[src/rtl/sawtooth_det_pkg.sv]
// Shared types and constants for the sawtooth frequency detector.
// SAWTOOTH_DET_AVG4_EN selects four-period averaging (wider divide).
package sawtooth_det_pkg;

  typedef enum logic [1:0] {
    IDLE    = 2'd0,
    MEASURE = 2'd1,
    DIVIDE  = 2'd2
  } state_t;

  localparam int unsigned PHASE_W = 32;

`ifdef SAWTOOTH_DET_AVG4_EN
  localparam int unsigned DIV_ITERS = 35;
  localparam int unsigned SUM_EXTRA = 2;
`else
  localparam int unsigned DIV_ITERS = 33;
  localparam int unsigned SUM_EXTRA = 0;
`endif

  // Clamp the wide quotient to the phase-step width.
  function automatic logic [PHASE_W-1:0] sat_phase(input logic [DIV_ITERS-1:0] q);
    logic [PHASE_W-1:0] r;
    r = q[PHASE_W-1:0];
    if (|q[DIV_ITERS-1:PHASE_W]) r = '1;
    return r;
  endfunction

endpackage

[src/rtl/sawtooth_det_div.sv]
// Sequential restoring divider: one quotient bit per cycle, DVD_W cycles per divide.
// done_c_o / quot_c_o are combinational and valid on the final iteration cycle.
module sawtooth_det_div #(
  parameter int unsigned DVD_W = 33,
  parameter int unsigned DVS_W = 20
) (
  input  logic             clk,
  input  logic             rst,
  input  logic             start_i,
  input  logic [DVD_W-1:0] dividend_i,
  input  logic [DVS_W-1:0] divisor_i,
  output logic             busy_o,
  output logic             done_c_o,
  output logic [DVD_W-1:0] quot_c_o
);

  localparam int unsigned CNT_W = $clog2(DVD_W + 1);

  logic             busy_q;
  logic [CNT_W-1:0] cnt_q;
  logic [DVS_W-1:0] rem_q;
  logic [DVS_W-1:0] dvs_q;
  logic [DVD_W-1:0] dq_q;

  logic [DVS_W:0]   rem_sh_c;
  logic             ge_c;
  logic [DVS_W-1:0] rem_nx_c;
  logic [DVD_W-1:0] dq_nx_c;

  // dq_q shifts dividend bits out of the top while quotient bits enter at the bottom.
  always_comb begin
    rem_sh_c = {rem_q, dq_q[DVD_W-1]};
    ge_c     = (rem_sh_c >= {1'b0, dvs_q});
    rem_nx_c = rem_sh_c[DVS_W-1:0];
    if (ge_c) rem_nx_c = DVS_W'(rem_sh_c - {1'b0, dvs_q});
    dq_nx_c  = {dq_q[DVD_W-2:0], ge_c};
  end

  assign busy_o   = busy_q;
  assign done_c_o = busy_q && (cnt_q == CNT_W'(1));
  assign quot_c_o = dq_nx_c;

  always_ff @(posedge clk) begin
    if (rst) begin
      busy_q <= 1'b0;
      cnt_q  <= '0;
      rem_q  <= '0;
      dvs_q  <= '0;
      dq_q   <= '0;
    end else if (start_i && !busy_q) begin
      busy_q <= 1'b1;
      cnt_q  <= CNT_W'(DVD_W);
      rem_q  <= '0;
      dvs_q  <= divisor_i;
      dq_q   <= dividend_i;
    end else if (busy_q) begin
      busy_q <= (cnt_q != CNT_W'(1));
      cnt_q  <= cnt_q - CNT_W'(1);
      rem_q  <= rem_nx_c;
      dq_q   <= dq_nx_c;
    end
  end

endmodule

[src/rtl/sawtooth_freq_detector.sv]
// Recovers a sawtooth generator's phase step from its sample stream by timing ramp wraps.
// Optional macro SAWTOOTH_DET_AVG4_EN averages four consecutive periods per result.
module sawtooth_freq_detector
  import sawtooth_det_pkg::*;
#(
  parameter int unsigned PERIOD_W    = 20,
  parameter int unsigned WRAP_THRESH = 32768
) (
  input  logic                clk,
  input  logic                rst,
  input  logic                sample_valid,
  input  logic [15:0]         sample_in,
  output logic [PHASE_W-1:0]  phase_step_out,
  output logic [PERIOD_W-1:0] period_out,
  output logic                result_valid,
  output logic                locked,
  output logic                overrun
);

  localparam int unsigned          DVS_W    = PERIOD_W + SUM_EXTRA;
  localparam logic [PERIOD_W-1:0]  CNT_MAX  = '1;
  localparam logic [DIV_ITERS-1:0] DIVIDEND = {1'b1, {(DIV_ITERS-1){1'b0}}};

  state_t state_q, state_d;

  logic [15:0]         prev_q;
  logic                seen_q;
  logic [PERIOD_W-1:0] cnt_q, cnt_d;
  logic                start_q, start_d;
  logic [DVS_W-1:0]    dvs_q, dvs_d;
  logic [PERIOD_W-1:0] pend_q, pend_d;
  logic [PHASE_W-1:0]  phase_q, phase_d;
  logic [PERIOD_W-1:0] period_q, period_d;
  logic                rv_q, rv_d;
  logic                locked_q, locked_d;
  logic                overrun_q, overrun_d;
`ifdef SAWTOOTH_DET_AVG4_EN
  logic [1:0]          grp_q, grp_d;
  logic [DVS_W-1:0]    sum_q, sum_d;
  logic [DVS_W-1:0]    sum_tot_c;
`endif

  logic signed [16:0]   diff_c;
  logic                 wrap_c;
  logic                 sat_c;
  logic                 div_busy;
  logic                 div_done_c;
  logic [DIV_ITERS-1:0] div_quot_c;

  // A wrap is a large downward step; the very first sample has no predecessor.
  assign diff_c = $signed({prev_q[15], prev_q}) - $signed({sample_in[15], sample_in});
  assign wrap_c = sample_valid && seen_q && (diff_c > $signed(17'(WRAP_THRESH)));

  // Period counter: a wrap sample starts the next period as sample 1.
  always_comb begin
    cnt_d = cnt_q;
    sat_c = 1'b0;
    if (sample_valid) begin
      if (wrap_c) begin
        cnt_d = PERIOD_W'(1);
      end else if (cnt_q != CNT_MAX) begin
        cnt_d = cnt_q + PERIOD_W'(1);
      end
      sat_c = !wrap_c && (cnt_d == CNT_MAX);
    end
  end

`ifdef SAWTOOTH_DET_AVG4_EN
  assign sum_tot_c = sum_q + DVS_W'(cnt_q);
`endif

  always_comb begin
    state_d   = state_q;
    start_d   = 1'b0;
    dvs_d     = dvs_q;
    pend_d    = pend_q;
    phase_d   = phase_q;
    period_d  = period_q;
    rv_d      = 1'b0;
    locked_d  = locked_q;
    overrun_d = overrun_q;
`ifdef SAWTOOTH_DET_AVG4_EN
    grp_d     = grp_q;
    sum_d     = sum_q;
`endif

    // In-flight results are delivered whatever state the FSM has moved to.
    if (div_done_c) begin
      rv_d     = 1'b1;
      phase_d  = sat_phase(div_quot_c);
      period_d = pend_q;
      locked_d = 1'b1;
    end

    case (state_q)
      IDLE: begin
`ifdef SAWTOOTH_DET_AVG4_EN
        grp_d = '0;
        sum_d = '0;
`endif
        if (wrap_c) state_d = MEASURE;
      end
      MEASURE: begin
        if (wrap_c && (cnt_q >= PERIOD_W'(2)) && !div_busy) begin
`ifdef SAWTOOTH_DET_AVG4_EN
          if (grp_q == 2'd3) begin
            start_d = 1'b1;
            dvs_d   = sum_tot_c;
            pend_d  = PERIOD_W'(sum_tot_c >> 2);
            grp_d   = '0;
            sum_d   = '0;
            state_d = DIVIDE;
          end else begin
            grp_d = grp_q + 2'd1;
            sum_d = sum_tot_c;
          end
`else
          start_d = 1'b1;
          dvs_d   = DVS_W'(cnt_q);
          pend_d  = cnt_q;
          state_d = DIVIDE;
`endif
        end
`ifdef SAWTOOTH_DET_AVG4_EN
        else if (wrap_c) begin
          grp_d = '0;
          sum_d = '0;
        end
`endif
      end
      DIVIDE: begin
        if (wrap_c) begin
          overrun_d = 1'b1;
`ifdef SAWTOOTH_DET_AVG4_EN
          grp_d = '0;
          sum_d = '0;
`endif
        end
        if (div_done_c) state_d = MEASURE;
      end
      default: state_d = IDLE;
    endcase

    // Saturated counter means the ramp stopped: drop lock and re-arm.
    if (sat_c) begin
      locked_d = 1'b0;
      state_d  = IDLE;
    end
  end

  always_ff @(posedge clk) begin
    if (rst) state_q <= IDLE;
    else     state_q <= state_d;
  end

  always_ff @(posedge clk) begin
    if (rst) begin
      prev_q    <= '0;
      seen_q    <= 1'b0;
      cnt_q     <= '0;
      start_q   <= 1'b0;
      dvs_q     <= '0;
      pend_q    <= '0;
      phase_q   <= '0;
      period_q  <= '0;
      rv_q      <= 1'b0;
      locked_q  <= 1'b0;
      overrun_q <= 1'b0;
`ifdef SAWTOOTH_DET_AVG4_EN
      grp_q     <= '0;
      sum_q     <= '0;
`endif
    end else begin
      if (sample_valid) begin
        prev_q <= sample_in;
        seen_q <= 1'b1;
      end
      cnt_q     <= cnt_d;
      start_q   <= start_d;
      dvs_q     <= dvs_d;
      pend_q    <= pend_d;
      phase_q   <= phase_d;
      period_q  <= period_d;
      rv_q      <= rv_d;
      locked_q  <= locked_d;
      overrun_q <= overrun_d;
`ifdef SAWTOOTH_DET_AVG4_EN
      grp_q     <= grp_d;
      sum_q     <= sum_d;
`endif
    end
  end

  sawtooth_det_div #(
    .DVD_W (DIV_ITERS),
    .DVS_W (DVS_W)
  ) u_div (
    .clk        (clk),
    .rst        (rst),
    .start_i    (start_q),
    .dividend_i (DIVIDEND),
    .divisor_i  (dvs_q),
    .busy_o     (div_busy),
    .done_c_o   (div_done_c),
    .quot_c_o   (div_quot_c)
  );

  assign phase_step_out = phase_q;
  assign period_out     = period_q;
  assign result_valid   = rv_q;
  assign locked         = locked_q;
  assign overrun        = overrun_q;

endmodule

[config.mk]
export PLATFORM = sky130hd
export DESIGN_NAME = sawtooth_freq_detector
export DESIGN_NICKNAME = d
export VERILOG_FILES = /design/src/rtl/sawtooth_det_pkg.sv /design/src/rtl/sawtooth_det_div.sv /design/src/rtl/sawtooth_freq_detector.sv
export SDC_FILE = /design/constraint.sdc
export NUM_CORES = 1
export LEC_CHECK = 0
export ABC_AREA = 1
export CELL_PAD_IN_SITES_DETAIL_PLACEMENT = 0
export CELL_PAD_IN_SITES_GLOBAL_PLACEMENT = 2
export CORE_MARGIN = 2
export CORE_UTILIZATION = 32
export DETAILED_ROUTE_END_ITERATION = 7
export PLACE_DENSITY = 0.8
export SETUP_SLACK_MARGIN = 0.5
export SLEW_MARGIN = 0
export SYNTH_ARGS = -nofsm -noshare
export SYNTH_HDL_FRONTEND = slang
export SYNTH_SLANG_ARGS = --single-unit
[constraint.sdc]
create_clock -name clk -period 2.8 [get_ports clk]
set_input_delay 0.56 -clock clk [delete_from_list [all_inputs] [get_ports clk]]
set_output_delay 0.56 -clock clk [all_outputs]
set_load 0.02 [all_outputs]
After elaboration in Yosys (flattened, before gate mapping)
Cells that the tools add are included.
{"block": "totals", "out_inout_bits": 55, "elab_cells": 70, "ff_bits": 195}
{"block": "classes", "addsub": 4, "magnitude_cmp": 3, "n_eq_ne": 9, "n_reduce_logical": 17, "bitwise_logic": 1, "muxes": 18}
{"operator": "$mux W20", "n": 4}
{"operator": "$mux W33", "n": 2}
{"operator": "$mux W32", "n": 1}
{"operator": "$ge A21 B20 Y1", "n": 1}
{"operator": "$add A20 B1 Y20 const B", "n": 1}
{"operator": "$eq A20 B20 Y1 const B", "n": 1}
{"operator": "$ge A20 B2 Y1 const B", "n": 1}
{"operator": "$ne A20 B20 Y1 const B", "n": 1}
{"operator": "$sub A20 B20 Y20", "n": 1}
{"operator": "$gt A17 B17 Y1 const B", "n": 1}
{"operator": "$sub A16 B16 Y17", "n": 1}
{"operator": "$mux W6", "n": 2}
{"operator": "$logic_and A1 B1 Y1", "n": 7}
{"operator": "$eq A6 B1 Y1 const B", "n": 1}
{"operator": "$mux W2", "n": 3}
{"operator": "$ne A2 B2 Y1 const B", "n": 3}
{"operator": "$ne A6 B1 Y1 const B", "n": 1}
{"operator": "$pmux W2 S3", "n": 1}
{"operator": "$reduce_or A2 Y1", "n": 3}
{"operator": "$sub A6 B1 Y6 const B", "n": 1}
{"operator": "$mux W1", "n": 5}
{"operator": "$reduce_and A2 Y1", "n": 2}
{"operator": "$reduce_and A3 Y1", "n": 1}
{"operator": "$eq A2 B1 Y1 const B", "n": 1}
{"operator": "5 further kinds", "n": 6}

Logic depth before layout (Yosys ltp)
Gate-level depths: netlist of run 1.
{"block": "depth", "word_depth": 9, "ltp_mapped": 22}

Modules after synthesis
From an unflattened synthesis of run 1, not the netlist that was laid out.
{"block": "hier_totals", "cells_unflattened": 1676, "hier_area_um2": 11193.2}
{"module": "sawtooth_freq_detector", "cells_per_inst": 881, "n_inst": 1, "area_each_um2": 6099.6, "seq_area_each_um2": 2302.2}
{"module": "sawtooth_det_div", "cells_per_inst": 795, "n_inst": 1, "area_each_um2": 5093.6, "seq_area_each_um2": 1601.5}

Least setup slack after synthesis of run 1
No wires, ideal clock.
{"block": "synth_path", "kind": "input to register", "start": "in sample_in[0]", "end": "reg pend_q[12]", "t_arrival_ns": 2.523, "slack_ns": 0.207, "path_buffers": 1, "setup_time_ns": 0.070, "t_required_ns": 2.730, "stages": 18, "path_cell_list": "ha_1 fa_1 inv_1 nand3_1 nand2_1 nand3_1 nand3_1 nand2_1 nand2_1 nor2_1 nor3_2 nand2_2 nor2_2 nand2_2 inv_2 buf_6 nand2_1 a21oi_1"}
{"block": "synth_between", "elab_chain_cells": 6}
{"item": "start: declaration", "line": "sawtooth_freq_detector.sv:12", "rtl": "input logic [15:0] sample_in,"}
{"item": "$sub A16 B16 Y17", "line": "sawtooth_freq_detector.sv:51", "rtl": "assign diff_c = $signed({prev_q[15], prev_q}) - $signed({sample_in[15], sample_in});"}
{"item": "$gt A17 B17 Y1", "line": "sawtooth_freq_detector.sv:52", "rtl": "assign wrap_c = sample_valid && seen_q && (diff_c > $signed(17'(WRAP_THRESH)));"}
{"item": "$logic_and A1 B1 Y1", "line": "sawtooth_freq_detector.sv:52"}
{"item": "$logic_and A1 B1 Y1 (2 in series)", "line": "sawtooth_freq_detector.sv:104", "rtl": "if (wrap_c && (cnt_q >= PERIOD_W'(2)) && !div_busy) begin"}
{"item": "$reduce_and A2 Y1 (no line)"}
{"item": "end signal: assignment", "line": "sawtooth_freq_detector.sv:181", "rtl": "pend_q <= pend_d;"}
{"item": "end: declaration", "line": "sawtooth_freq_detector.sv:31", "rtl": "logic [PERIOD_W-1:0] pend_q, pend_d;"}
Every way passes these cells.
A chain may end at the register's enable or synchronous reset.

Worst setup path after layout of run 1
{"block": "layout_path", "start": "in sample_in[0]", "end": "reg cnt_q[18]"}
{"block": "layout_between", "elab_chain_cells": 5}
{"item": "$sub A16 B16 Y17", "line": "sawtooth_freq_detector.sv:51"}
{"item": "$gt A17 B17 Y1", "line": "sawtooth_freq_detector.sv:52"}
{"item": "$logic_and A1 B1 Y1", "line": "sawtooth_freq_detector.sv:52"}
{"item": "$mux W20", "line": "sawtooth_freq_detector.sv:59", "rtl": "if (wrap_c) begin"}
{"item": "$mux W20", "line": "sawtooth_freq_detector.sv:58", "rtl": "if (sample_valid) begin"}
{"item": "end signal: assignment", "line": "sawtooth_freq_detector.sv:178", "rtl": "cnt_q <= cnt_d;"}
{"item": "end: declaration", "line": "sawtooth_freq_detector.sv:28", "rtl": "logic [PERIOD_W-1:0] cnt_q, cnt_d;"}
Every way passes these cells. The select of a mux whose other input is x is not followed.

==> summary by stage, run 1 <==
Drt
Before antenna repair, the detailed router went through 6 iterations. The routed wire length per instance is 15.0 µm. The routed layout has 9479 vias. In the routed layout, each cell is associated on average with a via count of 4.78. For this run, design rule violations remaining after detail routing come to 0.

The routed design has 29.6 mm of wire. After the first detailed-routing iteration, the DRC count stood at 548. The detail route stage leaves a number of antenna-violating nets equal to 0.

Synth
The number of enable-type register cells in the synthesized netlist is 0. The commonest cells after synthesis are 410 x nand2_1, 195 x dfxtp_1, 159 x inv_1, 141 x a21oi_1, 109 x nor2_1. The most used flip-flop cell after synthesis is dfxtp_1. Dividing the synthesized area by the synthesized cell count gives 6.86 µm². The share of async-settable or async-resettable flops after synthesis is 0%.

The synthesized design devotes to its leading area cell type 39.4% of total area. The largest total area in the synthesized netlist belongs to dfxtp_1. The most numerous cell in the Yosys netlist is nand2_1.

The number of nets handed over by synthesis was 1506. By area the synthesized netlist is led by dfxtp_1 39%, nand2_1 16%, a21oi_1 7.1%. For this run, the number of Yosys warnings is 0. The number of different library cells used by synthesis comes to 41. The cell area that synthesis handed to floorplanning was 9910 µm². The sequential element share of the synthesized area is 39.4%. The flip-flop and latch count after synthesis is 195. The synthesized instance count is 1445.

Finish
The number of antenna diodes in the final layout is 0. Summing all multi-input logic gate instances after layout gives 6170 µm². The net count of the finished layout is 1633.

Counting the fill cells in the layout gives 3143. The post-layout instance area is 13500 µm². The register cell area after layout is 3910 µm². The finished layout holds 1981 standard cells, fillers aside.

Compared with the post-synthesis result, the final layout area differs by 36.0%. Of the cells placed in the final design, the portion with a size suffix greater than 1 is 22.9%.

Placement
Buffers placed on the I/O ports in this run total 73. Counting tap cells, the placed design contains a total of 1922 instances. After detailed placement, the total cell area comes to 11400 µm². The weighted congestion reported at the end of routability-driven placement is 0.852. The half-perimeter wire length after detailed placement is 21.2 mm.

Clock tree
TritonCTS built the clock tree. The latest clock arrival within the worst-skew pair is 0.44 ns. The number of clock buffers inserted by TritonCTS is 17. The H-tree depth is 4.

The root buffer cell is clkbuf_16. The maximum clock path buffer count is 2. The clock drives 195 sinks. The clock transition at the register clock pins on the worst setup and hold paths after CTS is 0.08 ns.

Global route
The layer carrying the most global-route usage is met2. The via count of the first global-routing pass was 9136. The met2 usage in global routing is 30.0%.

The overall fraction of global-route tracks in use is 18.2%. The first-pass GRT wire length is 48.2 mm. The maximum number of pins on one net before global-route repair is 40. The initial antenna violation count is 0. The met1 track utilization from global routing is 24.9%.

Global routing consumed, on the met3 layer, 2.94% of the routing resources. The total overflow left after global routing is 0.

STA
At the pin with the least slew margin, the transition time is 0.787 ns. Of the available clock period, the critical path in the final layout requires 92.9%. The final setup violation count is 0. The clock period could shrink to 2.60 ns. Across the routed clock network, the largest skew measured is 0.0126 ns. The max-slew violation count came to 0. Measured against its own limit, the worst slew margin works out to 47.4%. Setup repair after global routing could not meet its margin everywhere. The final-report hold violation count is 0. The tightest hold path in the finished design has a slack of 0.424 ns. The highest clock rate is 0.384 GHz.

Floorplan
The number of standard-cell rows in the floorplan is 64. The die covers 32400 µm². The region available for standard cell placement spans 30500 µm².

The die outline height is 180 µm. The I/O pin total is 74. The effective utilization at floorplan is 32.5%. The die span in x is 180 µm.

Setup path
The data arrival time at the worst-slack endpoint is 2.98 ns. The required arrival time at the worst endpoint is 3.18 ns. The critical path is of the primary input to flop type. The worst setup path is captured at a flop.

In this run the worst path has a maximum fanout of 6. The startpoint kind of the worst setup timing path is a primary input.

Hold path
The type of the tightest min-delay check is primary input to flop.

Pwr
The design draws 6.21 mW. VDD sags by at most 0.000413 V. The power per unit of standard cell area is 461 nW/µm². The leakage dissipation is 5.72 nW.

Run
The max-cap check violation count is 0.

Run status
The run finished with clean final reports.
## area by class of cell
cell class                 count  share of cell area [%]
inverter                     160                    4.63
timing repair buffer         175                    12.0
tap                          396                    3.68
clock inverter                15                    1.55
clock buffer                  17                    3.16
timing repair inverter         1                  0.0836
sequential                   195                    29.0
multi-input combinational   1022                    45.8
## path summary, 6_finish.rpt
path / endpoint / slack (ns) / cells after the start / start
worst min register to register: overrun$_SDFFE_PP0P_ / 0.45 / 2 / overrun$_SDFFE_PP0P_
worst max-delay path: cnt_q[18]$_SDFFE_PP0P_ / 0.20 / 19 / sample_in[0]
worst max register to register: cnt_q[18]$_SDFFE_PP0P_ / 0.20 / 19 / prev_q[0]$_SDFFE_PP0P_
worst min-delay path: prev_q[6]$_SDFFE_PP0P_ / 0.42 / 3 / sample_in[6]
## stage by stage
stage	utilization, %	setup slack, ns	setup TNS, ns
after floorplan	-	0.326	0
after global placement	37.5	-0.532	-20.16
after detailed placement	37.5	-0.539	-20.04
after CTS	41.8	0.167	0
after global routing	44.2	-0.0286	-0.118
final	44.2	0.199	0
## layout by cell type, fill, tap and decap left out, types with 5 or more instances in the layout
cell	count
a21oi_2	25
nor2_2	6
inv_2	28
dfxtp_2	5
ha_4	29
a211oi_1	8
o21ai_0	85
o211ai_1	5
nor4_1	5
nand4_1	19
dfxtp_1	190
inv_1	127
nand2_2	56
nand3b_1	8
clkdlybuf4s50_1	58
xnor2_1	10
nor2_4	14
nand3_2	10
nor2_1	93
nor3_1	40
xor2_1	23
ha_1	7
dlymetal6s2s_1	8
inv_8	7
nand2_1	332
nand2_4	25
buf_4	89
buf_6	6
nand3_1	53
clkbuf_16	19
a21oi_1	115
a31oi_1	13
## worst max-delay path, cell delays in order
cell and delay (ns):
clkdlybuf4s15_1 0.21, ha_4 0.19, fa_2 0.37, inv_4 0.09
buf_6 0.10, nand2_2 0.07, nand4_1 0.09, nand2_2 0.07
inv_2 0.05, nand2_1 0.05, nor2_1 0.08, nand2_1 0.05
nor2_1 0.10, nand2_1 0.11, nand2_4 0.13, clkinvlp_4 0.21
nor2_4 0.23, nand2_1 0.10, a21oi_2 0.12
## logic make-up (layout without fill, tap and decap cells)
group | count (synthesis) | after routing | share of synthesized area [%]
flip-flops | 195 | 195 | 39.4
AND/OR/NAND/NOR | 675 | 676 | 28.4
AO/OA/AOI/OAI | 271 | 271 | 14.6
buffers and inverters | 229 | 368 | 9.17
adder cells (fa/ha/maj) | 42 | 42 | 5.46
XOR/XNOR | 33 | 33 | 2.92
## where the power goes
group	leakage (nW)	total [mW]	internal [mW]	switching (mW)
sequential	1.58	2.83	2.80	0.0279
clock	0.303	2.62	1.38	1.24
combinational	3.84	0.759	0.325	0.434
## routing by layer
metal  routed length [µm]  share of wire, %
met1                14700                50
met2                13900                47
met3                  688               2.3
met4                  331               1.1
met5                    0                 0
## sequential cells by signal, summed over array words and instances, names as in the netlist, 2 cells and up
| signal | flops |
|---|---|
| u_div.cnt_q | 6 |
| u_div.dq_q | 33 |
| cnt_q | 20 |
| prev_q | 16 |
| u_div.rem_q | 20 |
| u_div.dvs_q | 20 |
| phase_step_out | 32 |
| state_q | 2 |
| period_out | 20 |
| pend_q | 20 |
## repair_timing
action | in CTS | in global routing
hold buffers | 0 | 0
setup endpoints to repair | 64 | 64
cloned | 4 | 3
pin swaps | 19 | 63
buffers inserted | 10 | 10
gates resized for setup | 129 | 167
hold endpoints to repair | 0 | 0
(Power assumes the default switching activity.)
==> run 2: changes to the inputs <==
Settings changed: CAP_MARGIN from default to 20, CORE_UTILIZATION 32 to 33, PLACE_DENSITY 0.8 to 0.78.
==> run 2 against run 1 <==
Against the previous run: global-route usage is 1.1 points higher; die area fell by 3.0%; cell area is 1.2% lower; maximum frequency fell by 0.40%; critical endpoint is now pend_q[13]$_SDFFE_PP0P_; clock-buffer cell count unchanged; first-iteration DRC count fell by 14%; critical path depth is 1 higher; clock skew grew 0.0034 ns; highest routed layer unchanged.
==> summary by stage, run 2 (synthesis results as in run 1) <==
Run status
The flow ran to the end, and the final reports show no timing, DRC or antenna violations.

Clock tree
Buffers inserted during clock tree synthesis total 17. At the later pin of the worst-skew pair, clock insertion delay measures 0.45 ns. The clock tree from TritonCTS is yes. The H-tree was split into 4 levels. The root buffer cell is clkbuf_16. The total of hold buffers inserted after clock tree synthesis is 0. The tree built by TritonCTS fans out to 195 sinks. Clock-pin slew was measured on the worst setup and hold paths at 0.08 ns. The clock passes through at most 2 buffers.

Setup path
The startpoint identified for the worst register-to-register timing path is prev_q[0]$_SDFFE_PP0P_. The cell class contributing the biggest share of worst-path delay is simple AND/OR/NAND/NOR gates. The required arrival time at the worst endpoint is 3.12 ns. Counting stages on the worst path, the most repeated cell is nand3_4. Data on the critical path arrives at its endpoint at 2.93 ns. The signal on the critical path passes through inv_2, ha_4, fa_2, inv_2, nand3_4, nand2_4, nand3_4, nand3_4, buf_4, nand2_1, nand4_1, nor2_1, nand2_2, nand2_4, buf_6, nor2_4, nand2_8, buf_8, nand2_1, a21oi_1.

The number of buffer and inverter instances along the worst setup path is 5. The maximum fanout count along the critical path is 7. The nature of the critical path endpoint is a flop. The worst reg2reg path endpoint is pend_q[13]$_SDFFE_PP0P_. The critical-path cell with the highest stage delay is fa_2. The number of cells on the worst reg-to-reg path is 20. The startpoint kind of the worst setup timing path is a flop. The kind of critical path is flop to flop. For this run, the slowest stage of the critical path takes 0.35 ns.

The setup check on the worst reg-to-reg path leaves a slack of 0.19 ns.

Drt
In this run, the number of DRC markers left after iteration 0 of detailed routing was 473. The number of routed nets with antenna violations is 0. The first detailed-routing pass took 5 iterations.

For this block, the via count after detailed routing is 9583. The final wirelength is 29.8 mm. The total DRC errors in the routed layout is 0.

The routed wire length per instance is 15.1 µm. The detailed-route vias per instance is 4.84.

Hold path
The type of the tightest min-delay check is primary input to flop. The startpoint identified for the worst hold timing path is sample_in[15]. Counting instances, the worst hold path has a depth of 3. The path with the worst hold slack has its endpoint at prev_q[15]$_SDFFE_PP0P_.

STA
The worst path uses 93.3% of the clock period. The worst pin sits at a relative slew slack of 63.5%. Across all setup checks in the final design, the least slack found is 0.189 ns. The final setup violation count is 0. The transition at the pin with the smallest max-transition slack is 0.547 ns. On the final layout, the worst hold slack is 0.446 ns. The final-report hold violation count is 0. Derived from the worst setup path, the maximum achievable clock frequency is 0.383 GHz. The setup skew after layout is 0.0159 ns. The final period demand of the worst path is 2.61 ns. Setup repair after global routing could not meet its margin everywhere. The max-slew violation count was 0.

Floorplan
The die footprint is 31400 µm². Measured along the x axis, the die boundary spans 177 µm. The number of standard-cell rows in the floorplan is 63. The core region is 29600 µm².

During I/O placement, the number of pins put on the boundary was 74. The floorplan step set the die height to 177 µm. For this configuration, the core starts out at a cell density of 33.4%.

Pwr
The total power consumption of the routed design is 6.14 mW. The worst vdd rail ir drop is 0.000403 V. In this run the power density over the cells is 461 nW/µm². For this design the static power due to leakage is 5.64 nW.

Placement
Buffers placed on the I/O ports in this run total 73. Prior to clock tree synthesis, the placed netlist has a worst setup slack of -0.598 ns. The half-perimeter wire length after detailed placement is 21.3 mm. The congestion estimate from routability-driven global placement came to 0.832. The placed instance count is 1919.

Finish
The final cell utilization of the core is 44.9%. 0 antenna diodes ended up in the layout. The area growth from synthesis to layout is 34.3%.

The library cells used most frequently in the layout, excluding fill and tap cells, are 348 x nand2_1, 189 x dfxtp_1, 132 x inv_1. The register with the most flip-flops is u_div.dq_q. The library cell used most frequently in the layout, excluding fill and tap cells, is nand2_1.

The number of flip-flops under the largest register name is 33. The count of nets after finishing is 1639. The layout has 3087 filler cells. After the flow finishes, the layout carries non-filler instances totaling 1980. In the final layout, the share of cells above drive strength 1 is 21.5%.

Global route
Global routing used 19.3% of the available tracks. After global routing the overflow that remains totals 0. The via count of the first global-routing pass is 9138.

Entering global routing, the biggest net connects 42 pins. The first global-routing pass estimated 48.1 mm of wire. The initial antenna violation count is 0.

Run
The max-cap check violation count is 0.
-- run 2: cell count changes in the layout (fill, tap and decap cells not counted), sizes merged, moves of 2 or more --
cell / previous run / this run
dlygate4sd2: 4 / 12
buf: 101 / 108
clkinv: 6 / 4
clkdlybuf4s15: 2 / 0
clkdlybuf4s50: 58 / 56
dlymetal6s2s: 8 / 2
-- run 2: power breakdown --
part           switching, mW  internal, mW
combinational          0.432         0.336
clock                   1.27          1.28
sequential            0.0265          2.80
total                   1.72          4.41
-- run 2: worst min-delay path: stages --
cell,delay (ns)
dlymetal6s2s_1,0.10
inv_2,0.07
a21oi_1,0.13
-- run 2: how the worst max path moves through the flow --
stage	from	end	slack [ns]	cells past startpoint
finish	prev_q[0]$_SDFFE_PP0P_	pend_q[13]$_SDFFE_PP0P_	0.19	20
global route	prev_q[0]$_SDFFE_PP0P_	pend_q[4]$_SDFFE_PP0P_	0.06	20
CTS	prev_q[0]$_SDFFE_PP0P_	pend_q[8]$_SDFFE_PP0P_	0.22	19
detailed placement	sample_in[2]	pend_q[16]$_SDFFE_PP0P_	-0.60	21
global placement	sample_in[2]	pend_q[17]$_SDFFE_PP0P_	-0.60	21
floorplan	sample_in[0]	pend_q[12]$_SDFFE_PP0P_	0.33	18
-- run 2: timing repair --
action,4_1_cts,5_1_grt
pin swaps,56,39
buffers inserted,12,14
gates cloned,3,1
gates resized for setup,149,114
endpoints found under the setup margin,65,68
-- run 2: routing by layer --
layer / part of all wire (%) / GRT usage [%] / wire length [µm] / vias to the layer above
met4: 2.3 / 6.35 / 686 / 0
met1: 49 / 26.4 / 14600 / 4429
met3: 3.0 / 2.68 / 886 / 38
met5: 0 / 0 / 0 / -
met2: 46 / 31.2 / 13700 / 157
li1: - / - / - / 4959
-- run 2: final cells by class --
type / instances / area [µm²] / share of cell area [%]
inverters: 160 / 619 / 4.65
clock inverters: 14 / 165 / 1.24
repair inverters: 1 / 11.3 / 0.0846
well taps: 390 / 488 / 3.67
flip-flops and latches: 195 / 3910 / 29.4
multi-input cells: 1022 / 6030 / 45.3
clock buffers: 17 / 425 / 3.20
repair buffers: 181 / 1650 / 12.4
-- run 2: stage by stage --
step / TNS (ns) / cell area (µm²)
6_report: 0 / 13300
3_5_place_dp: -22.82 / 11500
5_1_grt: 0 / 13300
2_1_floorplan: 0 / 9950
4_1_cts: 0 / 12700
3_3_place_gp: -22.78 / 11500
==> RTL edit: new RTL, flow settings as in run 2 <==
The package constant `DIV_ITERS` goes from 33 to 66.
--- a/src/rtl/sawtooth_det_pkg.sv
+++ b/src/rtl/sawtooth_det_pkg.sv
@@ -14,7 +14,7 @@
   localparam int unsigned DIV_ITERS = 35;
   localparam int unsigned SUM_EXTRA = 2;
 `else
-  localparam int unsigned DIV_ITERS = 33;
+  localparam int unsigned DIV_ITERS = 66;
   localparam int unsigned SUM_EXTRA = 0;
 `endif
 
Formal check against the unedited RTL: no difference found for any inputs over 4 cycles, from zero or initial values and one cycle with rst high; that may be too few to reach the edited logic, so the function may still have changed.
==> RTL edit against run 2 <==
- worst hold slack got worse by 0.035 ns
- combinational power shrank 1%
- routed wire length is 8.5% higher
- setup slack gained 0.10 ns
- cell area increased by 11%
- register-to-register slack improved by 0.12 ns
- total power increased by 24%
- synthesized area up 14%
- sequential cell count is 34 higher
- critical endpoint is now cnt_q[1]
- highest routed layer unchanged
==> RTL edit: results (changes against run 2) <==
| Metric | Value |
|---|---|
| Largest register FFs | 66 (+100%) |
| Synth top area cells | dfxtp_1 41%, nand2_1 15%, a21oi_1 7.6% |
| Cell family contributing the most delay on the critical path | simple AND/OR/NAND/NOR gates |
| Syn_nets | 1693 (+12%) |
| Clock Skew | 0.00816 ns (-0.00779 ns) |
| Ant diodes | 0 (unchanged) |
| Yosys cell types | 45 (+9.8%) |
| Status | completed |
| Place WS | -0.447 ns (+0.150 ns) |
| Seq/Total Area, Yosys | 0.407 (+0.0129) |
| Via count | 10527 (+9.9%) |
| H-tree levels | 1 (-3) |
| Largest net degree at the start of global routing | 72 (+71%) |
| IO buf count | 73 (unchanged) |
| Worst stage delay on the critical path | 0.47 ns (+0.12 ns) |
| HPWL after DPL | 22.2 mm (+4.0%) |
| Async S/R FF share, synth | 0 (unchanged) |
| Ys flop type | dfxtp_1 |
| RePlAce Congestion | 0.871 (+4.8%) |
| Max Root-Sink Buffers | 3 (+1) |
| Root Driver | clkbuf_16 |
| CTS buffer count | 28 (+11) |
| Final net count | 1813 (+11%) |
| Routed WL per cell | 14.6 um (-3.2%) |
| Worst path slowest cell | clkdlybuf4s50_1 |
| DRT Pass-1 Iters | 5 (unchanged) |
| Clk_lat worst skew | 0.55 ns (+0.10 ns) |
| Ys Warns | 0 (unchanged) |
| Placement Cell Area | 12800 um^2 (+11%) |
| GRT Util Overall | 0.180 (-0.0127) |
| Clock-pin slew on the worst setup and hold paths | 0.06 ns (-0.02 ns) |
| Switching Share | 0.251 (-0.0301) |
| Worst Hold Class | input port to flip-flop |
| Slew @ Worst Pin | 0.765 ns (+0.218 ns) |
| Layout cells sized above 1 | 0.181 (-0.0339) |
| P_leak | 6.20 nW (+10%) |
| Vias in the first global route | 10135 (+11%) |
| List of most frequent post-synthesis cells | 437 x nand2_1, 229 x dfxtp_1, 188 x inv_1 |
| Filler cells | 3521 (+14%) |
| DR iter-0 viols | 450 (-4.9%) |
| First-pass GRT wire length | 52.8 mm (+9.7%) |
| Max VDD drop | 0.000441 V (+9.3%) |
| Initial antenna violation count | 0 (unchanged) |
| Largest Register | u_div.dq_q |
| Max FO, Critical Path | 8 (+1) |
## RTL edit: metrics by stage
step | TNS [ns] | power (mW) | instances | hold WS [ns]
floorplan | 0 | 3.77 | 1632 | 0.435
global placement | -16.44 | 3.99 | 2145 | 0.454
detailed placement | -16.27 | 3.99 | 2145 | 0.457
CTS | 0 | 7.70 | 2207 | 0.389
global route | 0 | 7.96 | 2220 | 0.408
finish | 0 | 7.64 | 2220 | 0.411
## RTL edit: area by class of cell
class	instances	area, um^2	share of cell area
multi-input combinational	1138	6490	0.438
sequential	229	4590	0.310
timing repair buffer	162	1530	0.103
clock buffer	40	817	0.0552
inverter	193	729	0.0492
tap	448	561	0.0378
clock inverter	10	88.8	0.00600
## RTL edit: logic make-up (layout without fill, tap and decap cells)
family,after synthesis,in the layout,share of synthesized area
AND/OR/NAND/NOR,754,757,0.280
AO/OA/AOI/OAI,308,308,0.146
buffers and inverters,268,405,0.0945
flip-flops,229,229,0.407
adder cells (fa/ha/maj),42,42,0.0480
XOR/XNOR,31,31,0.0241
## RTL edit: worst reg2reg max path: cells and delay by family, from the launching register on
kind | cells | cell delay [ns]
AO/OA/AOI/OAI | 1 | 0.14
adder cells (fa/ha/maj) | 2 | 0.53
buffers and inverters | 3 | 0.20
flip-flops | 1 | 0.32
AND/OR/NAND/NOR | 12 | 1.25
## RTL edit: worst paths after layout
path	start	endpoint	slack (ns)	cells after the start
min reg2reg	u_div.dq_q[41]	u_div.dq_q[42]	0.47	2
max	sample_in[9]	cnt_q[1]	0.29	17
min	rst	u_div.cnt_q[1]	0.41	2
max reg2reg	prev_q[0]	cnt_q[1]	0.31	18
## RTL edit: repair_timing
item	CTS	global route
buffers inserted	9	12
gates cloned	3	1
resized for setup	98	103
pin swaps	46	41
setup endpoints to repair	65	66
## RTL edit: metal layers
metal  part of all wire  vias to the layer above  track usage
met1               0.48                     4869        0.239
met2               0.47                      110        0.306
met5                  0                        -            0
li1                   -                     5503            -
met4              0.023                        0       0.0493
met3              0.027                       45       0.0251
## RTL edit: power by group through the flow
| stage | Combinational (mW) | Clock [mW] | Sequential [mW] |
|---|---|---|---|
| 2_1_floorplan | 0.387 | 0 | 3.38 |
| 3_3_place_gp | 0.605 | 0 | 3.39 |
| 3_5_place_dp | 0.601 | 0 | 3.39 |
| 4_1_cts | 0.702 | 3.68 | 3.32 |
| 5_1_grt | 0.841 | 3.80 | 3.33 |
| 6_report | 0.757 | 3.56 | 3.32 |
